File: config.mk
export PLATFORM = sky130hd
export DESIGN_NAME = regfile_port_ctrl_flat
export DESIGN_NICKNAME = d
export VERILOG_FILES = /design/src/rtl/regfile_port_ctrl_if.sv /design/src/rtl/regfile_port_ctrl.sv /design/src/flat_wrapper.sv
export SDC_FILE = /design/constraint.sdc
export NUM_CORES = 1
export LEC_CHECK = 0
export BUFFER_PORTS_ARGS = -buffer_cell sky130_fd_sc_hd__buf_2
export CAP_MARGIN = 30
export CORE_UTILIZATION = 45
export DETAILED_ROUTE_END_ITERATION = 16
export PLACE_DENSITY = 0.87
export SLEW_MARGIN = 20
export SYNTH_ARGS = -nofsm -noshare
export SYNTH_HDL_FRONTEND = slang
export SYNTH_SLANG_ARGS = --single-unit
File: constraint.sdc
create_clock -name clk -period 4.7 [get_ports clk]
set_input_delay 1.175 -clock clk [delete_from_list [all_inputs] [get_ports clk]]
set_output_delay 1.175 -clock clk [all_outputs]
set_load 0.005 [all_outputs]
File: src/rtl/regfile_port_ctrl_if.sv
// Debug access channel into the register file controller.
// Handshake: the requester raises dbg_req with dbg_we/dbg_addr/dbg_wdata stable and holds it until
// a one-cycle dbg_ack; dbg_rdata is valid from the ack cycle on, and dbg_req is dropped in the ack cycle.
interface regfile_port_ctrl_if;
  logic        dbg_req;
  logic        dbg_we;
  logic [4:0]  dbg_addr;
  logic [31:0] dbg_wdata;
  logic        dbg_ack;
  logic [31:0] dbg_rdata;

  modport master (
    output dbg_req, dbg_we, dbg_addr, dbg_wdata,
    input  dbg_ack, dbg_rdata
  );

  modport slave (
    input  dbg_req, dbg_we, dbg_addr, dbg_wdata,
    output dbg_ack, dbg_rdata
  );
endinterface

File: src/rtl/regfile_port_ctrl.sv
// Register file write-port / RD2 arbiter: post-reset sweep of x1..x31, writeback pass-through,
// and debug read/write slotting that always yields to pipeline writeback.
module regfile_port_ctrl #(
  parameter bit          ENABLE_INIT = 1'b1,
  parameter logic [31:0] INIT_VAL    = 32'h0000_0000,
  parameter int          MAX_WAIT    = 4
) (
  input  logic                 clk,
  input  logic                 rst,
  regfile_port_ctrl_if.slave   dbg,
  input  logic                 wb_we,
  input  logic [4:0]           wb_addr,
  input  logic [31:0]          wb_data,
  output logic                 rf_we3,
  output logic [4:0]           rf_a3,
  output logic [31:0]          rf_wd3,
  output logic                 rf_a2_sel,
  output logic [4:0]           rf_a2_dbg,
  input  logic [31:0]          rf_rd2,
  output logic                 stall_o,
  output logic                 busy,
  output logic [2:0]           state_dbg
);

  localparam int WW = $clog2(MAX_WAIT + 1) + 1;

  // Encoding is visible on state_dbg: 0 INIT, 1 IDLE, 2 DBG_RD, 3 DBG_WR, 4 ACK.
  typedef enum logic [2:0] {
    S_INIT   = 3'd0,
    S_IDLE   = 3'd1,
    S_DBG_RD = 3'd2,
    S_DBG_WR = 3'd3,
    S_ACK    = 3'd4
  } state_t;

  state_t          state, state_next;
  logic [4:0]      cnt, cnt_next;
  logic [WW-1:0]   waitcnt, waitcnt_next;
  logic            ack_q;
  logic [31:0]     rdata_q;
  logic [31:0]     rd_sel;
  logic            wb_port_busy;

  assign wb_port_busy  = wb_we && (wb_addr != 5'd0);
  assign rf_a2_dbg     = dbg.dbg_addr;
  assign dbg.dbg_ack   = ack_q;
  assign dbg.dbg_rdata = rdata_q;
  assign state_dbg     = state;

  // A writeback landing on the same register this cycle is newer than RD2.
  always_comb begin
    rd_sel = rf_rd2;
    if (dbg.dbg_addr == 5'd0)
      rd_sel = 32'h0;
    else if (wb_we && (wb_addr == dbg.dbg_addr))
      rd_sel = wb_data;
  end

  always_ff @(posedge clk) begin
    if (!rst) begin
      state   <= ENABLE_INIT ? S_INIT : S_IDLE;
      cnt     <= 5'd1;
      waitcnt <= '0;
      ack_q   <= 1'b0;
      rdata_q <= 32'h0;
    end else begin
      state   <= state_next;
      cnt     <= cnt_next;
      waitcnt <= waitcnt_next;
      ack_q   <= (state_next == S_ACK);
      if (state == S_DBG_RD)
        rdata_q <= rd_sel;
    end
  end

  always_comb begin
    state_next   = state;
    cnt_next     = cnt;
    waitcnt_next = waitcnt;
    rf_we3       = wb_port_busy;
    rf_a3        = wb_addr;
    rf_wd3       = wb_data;
    rf_a2_sel    = 1'b0;
    stall_o      = 1'b0;
    busy         = 1'b0;

    case (state)
      S_INIT: begin
        rf_we3   = 1'b1;
        rf_a3    = cnt;
        rf_wd3   = INIT_VAL;
        stall_o  = 1'b1;
        busy     = 1'b1;
        cnt_next = cnt + 5'd1;
        if (cnt == 5'd31)
          state_next = S_IDLE;
      end
      S_IDLE: begin
        if (dbg.dbg_req) begin
          state_next   = dbg.dbg_we ? S_DBG_WR : S_DBG_RD;
          waitcnt_next = '0;
        end
      end
      S_DBG_RD: begin
        stall_o    = 1'b1;
        rf_a2_sel  = 1'b1;
        state_next = S_ACK;
      end
      S_DBG_WR: begin
        // Past the wait budget, freeze the front so the pipeline drains and frees the port.
        stall_o = (waitcnt >= WW'(MAX_WAIT));
        if (wb_port_busy) begin
          if (waitcnt < WW'(MAX_WAIT))
            waitcnt_next = waitcnt + WW'(1);
        end else begin
          rf_we3     = (dbg.dbg_addr != 5'd0);
          rf_a3      = dbg.dbg_addr;
          rf_wd3     = dbg.dbg_wdata;
          state_next = S_ACK;
        end
      end
      S_ACK: begin
        state_next = S_IDLE;
      end
      default: begin
        state_next = S_IDLE;
      end
    endcase

    if (!rst) begin
      rf_we3    = 1'b0;
      rf_a2_sel = 1'b0;
      stall_o   = 1'b1;
      busy      = 1'b1;
    end
  end

endmodule

File: src/flat_wrapper.sv
// flat-port wrapper written by rule: the top's interface ports become plain ports
module regfile_port_ctrl_flat 
#(
  parameter bit          ENABLE_INIT = 1'b1,
  parameter logic [31:0] INIT_VAL    = 32'h0000_0000,
  parameter int          MAX_WAIT    = 4
)
  (clk, rst, wb_we, wb_addr, wb_data, rf_we3, rf_a3, rf_wd3, rf_a2_sel, rf_a2_dbg, rf_rd2, stall_o, busy, state_dbg, dbg_dbg_req, dbg_dbg_we, dbg_dbg_addr, dbg_dbg_wdata, dbg_dbg_ack, dbg_dbg_rdata);
  regfile_port_ctrl_if dbg_i ();
  input  logic clk;
  input  logic rst;
  input  logic wb_we;
  input  logic [4:0] wb_addr;
  input  logic [31:0] wb_data;
  output logic rf_we3;
  output logic [4:0] rf_a3;
  output logic [31:0] rf_wd3;
  output logic rf_a2_sel;
  output logic [4:0] rf_a2_dbg;
  input  logic [31:0] rf_rd2;
  output logic stall_o;
  output logic busy;
  output logic [2:0] state_dbg;
  input wire logic [$bits(dbg_i.dbg_req)-1:0] dbg_dbg_req;
  input wire logic [$bits(dbg_i.dbg_we)-1:0] dbg_dbg_we;
  input wire logic [$bits(dbg_i.dbg_addr)-1:0] dbg_dbg_addr;
  input wire logic [$bits(dbg_i.dbg_wdata)-1:0] dbg_dbg_wdata;
  output wire logic [$bits(dbg_i.dbg_ack)-1:0] dbg_dbg_ack;
  output wire logic [$bits(dbg_i.dbg_rdata)-1:0] dbg_dbg_rdata;
  assign dbg_i.dbg_req = dbg_dbg_req;
  assign dbg_i.dbg_we = dbg_dbg_we;
  assign dbg_i.dbg_addr = dbg_dbg_addr;
  assign dbg_i.dbg_wdata = dbg_dbg_wdata;
  assign dbg_dbg_ack = dbg_i.dbg_ack;
  assign dbg_dbg_rdata = dbg_i.dbg_rdata;
  regfile_port_ctrl #(.ENABLE_INIT(ENABLE_INIT), .INIT_VAL(INIT_VAL), .MAX_WAIT(MAX_WAIT)) u_core (.clk(clk), .rst(rst), .dbg(dbg_i), .wb_we(wb_we), .wb_addr(wb_addr), .wb_data(wb_data), .rf_we3(rf_we3), .rf_a3(rf_a3), .rf_wd3(rf_wd3), .rf_a2_sel(rf_a2_sel), .rf_a2_dbg(rf_a2_dbg), .rf_rd2(rf_rd2), .stall_o(stall_o), .busy(busy), .state_dbg(state_dbg));
endmodule
# --- Yosys cells after proc, flatten, opt, wreduce, memory -nomap -nowiden ---
# Cells that the tools add are included.
totals:
  reg_bits: 45
  in_bits: 111
  wordCells: 51
op_classes:
  addsub: 2
  order_cmp: 2
  eq_ne: 9
  n_mux: 24
  n_reduce_logical: 9
ops:
  columns: ["op", "count"]
  rows:
  - ["$mux W32", 3]
  - ["$pmux W32 S2", 1]
  - ["$mux W4", 3]
  - ["$pmux W3 S4", 1]
  - ["$pmux W5 S2", 1]
  - ["$reduce_bool A5 Y1", 2]
  - ["$mux W3", 3]
  - ["$mux W1", 8]
  - ["$pmux W4 S2", 1]
  - ["$eq A3 B2 Y1 const B", 2]
  - ["$add A5 B1 Y5 const B", 1]
  - ["$eq A5 B5 Y1", 1]
  - ["$eq A5 B5 Y1 const B", 1]
  - ["$logic_not A5 Y1", 1]
  - ["$mux W5", 1]
  - ["$add A4 B1 Y4 const B", 1]
  - ["$ge A4 B3 Y1 const B", 1]
  - ["$lt A4 B3 Y1 const B", 1]
  - ["$ne A2 B1 Y1 const B", 2]
  - ["$pmux W1 S2", 2]
  - ["$reduce_and A4 Y1", 1]
  - ["$eq A3 B1 Y1 const B", 1]
  - ["$eq A3 B3 Y1 const B", 1]
  - ["$logic_not A3 Y1", 1]
  - ["other kinds (4)", 5]

# --- Depth between registers and ports, before layout ---
# Gate-level depths: netlist of the first run.
depth:
  word_depth: 5
  depth_mapped: 7

# --- Least setup slack after synthesis of the first run ---
# OpenSTA, ideal clock, no wires.
synth_timing:
  path_type: "in2out"
  from: "in wb_addr[0]"
  to: "out rf_wd3[22]"
  arrival_time_ns: 2.494
  required_ns: 3.525
  slack_ns: 1.031
  stages: 6
  path_buffers: 2
  cell_sequence: "or4_1 -> o21a_1 -> buf_6 -> nor2_8 -> buf_8 -> a22o_1"
synth_between:
  elab_chain_len: 4
synth_lines:
  columns: ["item", "line_no", "source"]
  rows:
  - ["from (decl)", "flat_wrapper.sv:13", "input logic [4:0] wb_addr;"]
  - ["$reduce_bool A5 Y1", "regfile_port_ctrl.sv:44", "assign wb_port_busy = wb_we && (wb_addr != 5'd0);"]
  - ["$logic_and A1 B1 Y1", "regfile_port_ctrl.sv:44", null]
  - ["$mux W32", "regfile_port_ctrl.sv:112", "if (wb_port_busy) begin"]
  - ["$pmux W32 S2", "regfile_port_ctrl.sv:87", "case (state)"]
  - ["to (decl)", "flat_wrapper.sv:17", "output logic [31:0] rf_wd3;"]
# Every way passes these cells.

# --- Worst setup path in the final report of the first run ---
layout_timing:
  from: "in wb_addr[0]"
  to: "out rf_wd3[13]"
# The elaborated chain is that of the path after synthesis.

==> metrics, run 1 <==
final net count 613; total chip power 0.0007417 W; Worst VDD drop 0.1363 mV; RSZ-0062 raised after global routing false; largest net degree at the start of global routing 38; Hold Path End u_core.dbg.dbg_rdata[1]; worst-margin pin slew 0.8509 ns; combinational power share 15.0%; Critical-path top delay cell or4_1; Die X-Extent 80.25 µm; cts repair resizes 0; Power Density 199.1 mW/mm²; Multi-input gate area 0.001624 mm²; CP Cell Sequence buf_2, or4_1, o21a_1, nor2_8, a22o_2, buf_2; CTS clock-pin slew for the worst setup and hold paths 0.08 ns; reg-to-reg endpoint u_core.dbg.dbg_rdata[11]; Critical Path AT 3.05 ns; Internal 0.0005543 W; clock root cell clkbuf_8; H-tree depth 2; Initial Utilization 46.53%; worst reg-to-reg setup slack 2.30 ns; violation count after the first detailed-route iteration 86; Final Hold Vio Count 0; Max Cap Viol 0; Final period util 89.93%; Clock Tree Buf Depth 2; clock share of power 32.7%; count of state elements after synthesis 45; final WL 8.831 mm; Post-CTS Setup Inserts 0; WP data required 3.52 ns; fill count 533; P_leak 1.794 nW; Seq pwr share 52.3%; critical path type in -> out; vias in the first global route 2,991; # rows 28; storage element area 900.9 µm²; Worst Path Buf+Inv 2; fmax 0.2366 GHz; crit path max fanout 37; detailed placement HPWL 6.519 mm; ANT cells 0; Final Instance Area 0.003726 mm²; RR Startpoint u_core.state_dbg[1]; switching share of power 25.27%; synthesized area per cell 8.299 µm²; hold path start u_core.dbg.dbg_rdata[1]; drt drc 0; clock sink count 45; Max stage delay on crit path 0.56 ns; CP startpoint kind input port; NetSw 0.0001874 W; CTS Buf Count 5; Fin Setup TNS 0 ns; Syn Inst Count 332; post-synthesis cell area 0.002755 mm²; Seq/Total Area, Yosys 32.70%; fraction of layout cells with a size suffix above 1 49.10%; Core ar. 0.005921 mm²; crit end category output pin; Cell variety after synth 43; io pins 193; first-pass GRT wire length 13.45 mm; ANT nets after route 0; Vias 3,216; Crit path top cell by count buf_2; Yosys warning count 0; PortBufs 192; Clock Latency Late Sink 0.29 ns; run status completed; first-pass detailed-route iteration total 4; Slew HR 43.15%; Cell Area, Placed 0.003640 mm²; total global routing overflow 0; Total GRT Usage 26.73%; CTS tree yes; post-layout min period 4.227 ns; Final setup viols 0; gpl congestion 0.8152; clock skew 0.004480 ns; Final Max Slew Viols 0; Synthesized Nets 446; R2R depth 5; Worst Hold Class reg -> reg; initial antenna violation count 0; chip height 80.25 µm; vias per cell 5.603; delay-heaviest family, CP simple AND/OR/NAND/NOR gates; area grow syn2layout 35.24%; Die Area 0.006439 mm²; hold depth 2; CTS Hold Bufs 0; WL/cell 15.39 µm
## final cells by class
| cell class | instances | share of cell area [%] |
|---|---|---|
| inverters | 6 | 0.6044 |
| repair buffers | 197 | 26.80 |
| clock buffers | 7 | 2.317 |
| well taps | 75 | 2.518 |
| flip-flops and latches | 45 | 24.18 |
| multi-input cells | 244 | 43.59 |
## flip-flops by register name, summed over array words and instances, names as in the netlist
signal,flops
u_core.cnt,5
u_core.dbg.dbg_ack,1
u_core.dbg.dbg_rdata,32
u_core.state_dbg,3
u_core.waitcnt,4
## through the flow
stage / hold WS, ns / util [%] / setup slack (ns) / cells
after floorplan: 0.4500 / - / 1.031 / 332
after global placement: 0.4488 / 61.45 / 0.5433 / 567
after detailed placement: 0.4534 / 61.48 / 0.4550 / 567
after CTS: 0.4715 / 62.93 / 0.4549 / 574
after global routing: 0.4999 / 62.93 / 0.3884 / 574
final: 0.4695 / 62.93 / 0.4734 / 574
## synthesized netlist by cell type
cell type	number	area share (%)
a21o_1	1	0.27
a21oi_1	5	0.91
a21oi_2	1	0.32
a221o_2	5	2.0
a22o_1	3	0.95
a22o_2	29	11
a311oi_1	2	0.64
and2_0	1	0.23
and2_1	8	1.8
and3_1	1	0.23
buf_1	1	0.14
buf_2	3	0.54
buf_4	5	1.4
buf_6	4	1.6
buf_8	3	1.6
clkbuf_1	21	2.9
dfxtp_1	45	33
ha_1	3	1.4
inv_1	6	0.82
mux2i_1	2	0.73
nand2_1	74	10
nand2b_1	3	0.68
nand3_1	4	0.73
nand3_4	1	0.64
nand4_1	33	7.5
nand4bb_1	1	0.41
nor2_1	3	0.41
nor2_8	1	0.73
nor2b_1	3	0.68
nor3_2	1	0.36
nor4_1	1	0.23
nor4_2	1	0.45
o211a_1	1	0.36
o211ai_1	34	9.3
o21a_1	3	0.82
o21ai_0	5	0.91
o22ai_1	3	0.68
o31a_1	1	0.32
or2_2	1	0.23
or3b_2	1	0.32
or4_1	1	0.27
xnor2_1	3	0.95
xor2_1	4	1.3
## worst register-to-register path: cells and delay by family, from the launching register on
family	cells	cell delay, ns
buf+inv	1	0.46
flops	1	0.59
compound gates	2	0.90
simple gates	2	0.37
## cell usage in the layout (no fill, tap or decap), drive strengths merged, types with 4 or more instances in the layout
cell / netlist / routed
buf: 16 / 197
nand2: 74 / 74
dfxtp: 45 / 45
o211ai: 34 / 34
nand4: 33 / 33
a22o: 32 / 32
and2: 9 / 9
clkbuf: 21 / 7
inv: 6 / 6
a21oi: 6 / 6
a221o: 5 / 5
o21ai: 5 / 5
nand3: 5 / 5
xor2: 4 / 4
nor2: 4 / 4
## cells by family (layout without fill, tap and decap cells)
logic type	Yosys count	in the layout	share of synthesized area [%]
flops	45	45	32.70
buf+inv	43	210	8.992
compound gates	93	93	28.02
xor+xnor	7	7	2.225
fa+ha+maj	3	3	1.363
simple gates	139	139	25.98
mux	2	2	0.7266
## power groups by stage
| stage | Combinational (W) | Clock, W | Sequential, W |
|---|---|---|---|
| final | 0.000111 | 0.000242 | 0.000388 |
| after global routing | 0.000121 | 0.000266 | 0.000389 |
| after CTS | 0.000111 | 0.000247 | 0.000388 |
| after detailed placement | 0.000111 | 0 | 0.000397 |
| after global placement | 0.000108 | 0 | 0.000397 |
| after floorplan | 0.0000434 | 0 | 0.000396 |
## worst max-delay path by stage
stage	startpoint	to	slack, ns	cells past startpoint
after floorplan	wb_addr[0]	rf_wd3[22]	1.03	6
after global placement	wb_addr[0]	rf_wd3[16]	0.54	7
after detailed placement	wb_addr[0]	rf_wd3[19]	0.46	7
after CTS	wb_addr[0]	rf_wd3[19]	0.45	7
after global routing	wb_addr[0]	rf_wd3[12]	0.39	7
final	wb_addr[0]	rf_wd3[13]	0.47	6
## per-layer routing
layer	vias up	wire length (µm)	global-route usage [%]	part of all wire, %
met5	-	0	0	0
met3	11	541	4.091	6.1
met2	141	4594	51.28	52
met4	0	106	8.214	1.2
li1	1565	-	-	-
met1	1499	3588	29.85	41
Power figures use the tool's default switching activity.
==> run 2, diff against run 1 <==
- ABC_AREA: unset -> 1
- CORE_MARGIN: unset -> 5
- PLACE_DENSITY: 0.87 -> 0.83
==> metrics, run 2 <==
R2R depth 7; storage element area 900.9 µm²; clock root cell clkbuf_8; Critical-path top delay cell inv_4; met3 Use GR 4.505%; vias per cell 4.890; Post-synth EDFFs 0; post-synth top area cell dfxtp_1; synth top area cells dfxtp_1, nand2_1, nand3_1, inv_1, a21oi_1; ANT cells 0; ys async rst share 0%; Post-CTS Setup Inserts 0; gpl congestion 0.8286; Seq/Total Area, Yosys 28.74%; run status completed; most instantiated cells after synthesis nand2_1, inv_1, nand3_1, dfxtp_1, a21oi_1; cts repair resizes 0; initial antenna violation count 0; Yosys warning count 0; Power Density 184.9 mW/mm²; most common cell after layout, fill and taps aside buf_2; post-synthesis cell area 0.003134 mm²; synthesized area per cell 6.281 µm²; Synthesized Nets 613; fin util 59.65%; CP Cell Sequence buf_2, nor2_1, nand4_1, nand2_1, nand2_4, inv_4, nand2_1, o21ai_1, buf_2; Core ar. 0.006794 mm²; highest-count cells in the layout ignoring fill and taps buf_2, nand2_1, inv_1, nand3_1, dfxtp_1; Final Max Slew Viols 0; first-pass detailed-route iteration total 5; global routing usage on met1 24.45%; met2 Usage GRT 39.90%; drt drc 0; Worst Hold Class reg -> reg; share of the synthesized area in the top cell type 28.74%; Slew HR 49.04%; largest net degree at the start of global routing 36; final net count 782; WL/cell 12.82 µm; PortBufs 192; CTS Buf Count 5; count of state elements after synthesis 45; H-tree depth 2; Critical Path AT 2.46 ns; fraction of layout cells with a size suffix above 1 35.72%; area grow syn2layout 29.30%; Top FF cell, synth dfxtp_1; detailed placement HPWL 7.446 mm; violation count after the first detailed-route iteration 133; crit end category output pin; Syn Inst Count 499; Die X-Extent 93.46 µm; fmax 0.2749 GHz; Total GRT Usage 21.11%; Max Cap Viol 0; vias in the first global route 3,433; CP startpoint kind input port; # rows 30; Cell variety after synth 30; Max stage delay on crit path 0.31 ns; fill count 668; WP data required 3.52 ns; Clock Latency Late Sink 0.28 ns; crit path max fanout 34; Worst VDD drop 0.1061 mV; ANT nets after route 0; Initial Utilization 46.13%; total global routing overflow 0; clock skew 0.003589 ns; clock sink count 45; top-count cell post-synth nand2_1; Final Hold Vio Count 0; Fin Setup TNS 0 ns; Clock Tree Buf Depth 2; critical path type in -> out; Die Area 0.008734 mm²; max reg flops 32; CTS tree yes; post-layout min period 3.638 ns; io pins 193; Multi-input gate area 0.001605 mm²; CTS clock-pin slew for the worst setup and hold paths 0.08 ns; RSZ-0062 raised after global routing false; chip height 93.46 µm; Vias 3,741; P_leak 2.263 nW; Final setup viols 0; CTS Hold Bufs 0; Final period util 77.41%; worst-margin pin slew 0.7635 ns; hold depth 1; first-pass GRT wire length 15.32 mm; busiest grt layer met2; Final Instance Area 0.004053 mm²; Cell Area, Placed 0.003970 mm²; final WL 9.805 mm
==> run 2: cell types whose count changed after synthesis, sizes merged, moves of 4 or more <==
| cell | previous run | this run |
|---|---|---|
| nand4 | 33 | 1 |
| nand2 | 74 | 137 |
| nor2 | 4 | 19 |
| and2 | 9 | 0 |
| clkbuf | 21 | 5 |
| buf | 16 | 28 |
| a21oi | 6 | 43 |
| o211ai | 34 | 2 |
| a221o | 5 | 0 |
| inv | 6 | 94 |
| o21ai | 5 | 37 |
| nand3 | 5 | 76 |
| a22o | 32 | 0 |
| xor2 | 4 | 0 |
==> run 2: cell type report <==
class                   instances  area share [%]
clock buffers                   6           1.791
clock inverters                 2          0.2470
inverters                      95           8.892
multi-input cells             326           39.61
flip-flops and latches         45           22.23
well taps                      96           2.964
repair buffers                195           24.27
==> run 2: metal layers <==
metal  routed length [µm]  part of all wire (%)
met3                  834                   8.5
met5                    0                     0
met4                   56                  0.57
met1                 4021                    41
met2                 4893                    50
==> run 2: cell families (layout without fill, tap and decap cells) <==
group,after synthesis,in the layout,synth area share (%)
AOI/OAI and AO/OA,86,86,14.97
and+or+nand+nor,236,236,34.77
adders and majority gates,3,3,1.198
DFF,45,45,28.74
xor gates and xnor gates,1,1,0.2795
buffers and inverters,128,298,20.04
==> run 2: worst max-delay path: cells and delay by family <==
kind	cells	cell delay (ns)
AND/OR/NAND/NOR	5	0.60
AO/OA/AOI/OAI	1	0.09
buffers and inverters	3	0.58
==> run 2: power breakdown <==
group | leakage, nW | internal [W] | switching, W
Clock | 0.0450 | 0.000103 | 0.000122
Sequential | 0.363 | 0.000384 | 0.00000259
Combinational | 1.85 | 0.0000604 | 0.0000765
==> run 2: path summary, 6_finish.rpt <==
path                                           from                        to  slack, ns
worst min-delay path                  u_core.cnt[3]             u_core.cnt[3]       0.46
worst max-delay path                     wb_addr[1]                rf_wd3[28]       1.06
worst max register to register  u_core.state_dbg[0]  u_core.dbg.dbg_rdata[14]       3.12
worst min register to register        u_core.cnt[3]             u_core.cnt[3]       0.46
==> run 2: metrics by stage <==
step / cells / hold slack (ns) / total power, W / setup slack, ns
after global routing: 765 / 0.4803 / 0.0007915 / 0.9048
after detailed placement: 757 / 0.4391 / 0.0005321 / 1.066
after global placement: 757 / 0.4327 / 0.0005294 / 1.117
after CTS: 765 / 0.4527 / 0.0007585 / 1.066
after floorplan: 499 / 0.4226 / 0.0004700 / 1.598
final: 765 / 0.4583 / 0.0007493 / 1.062
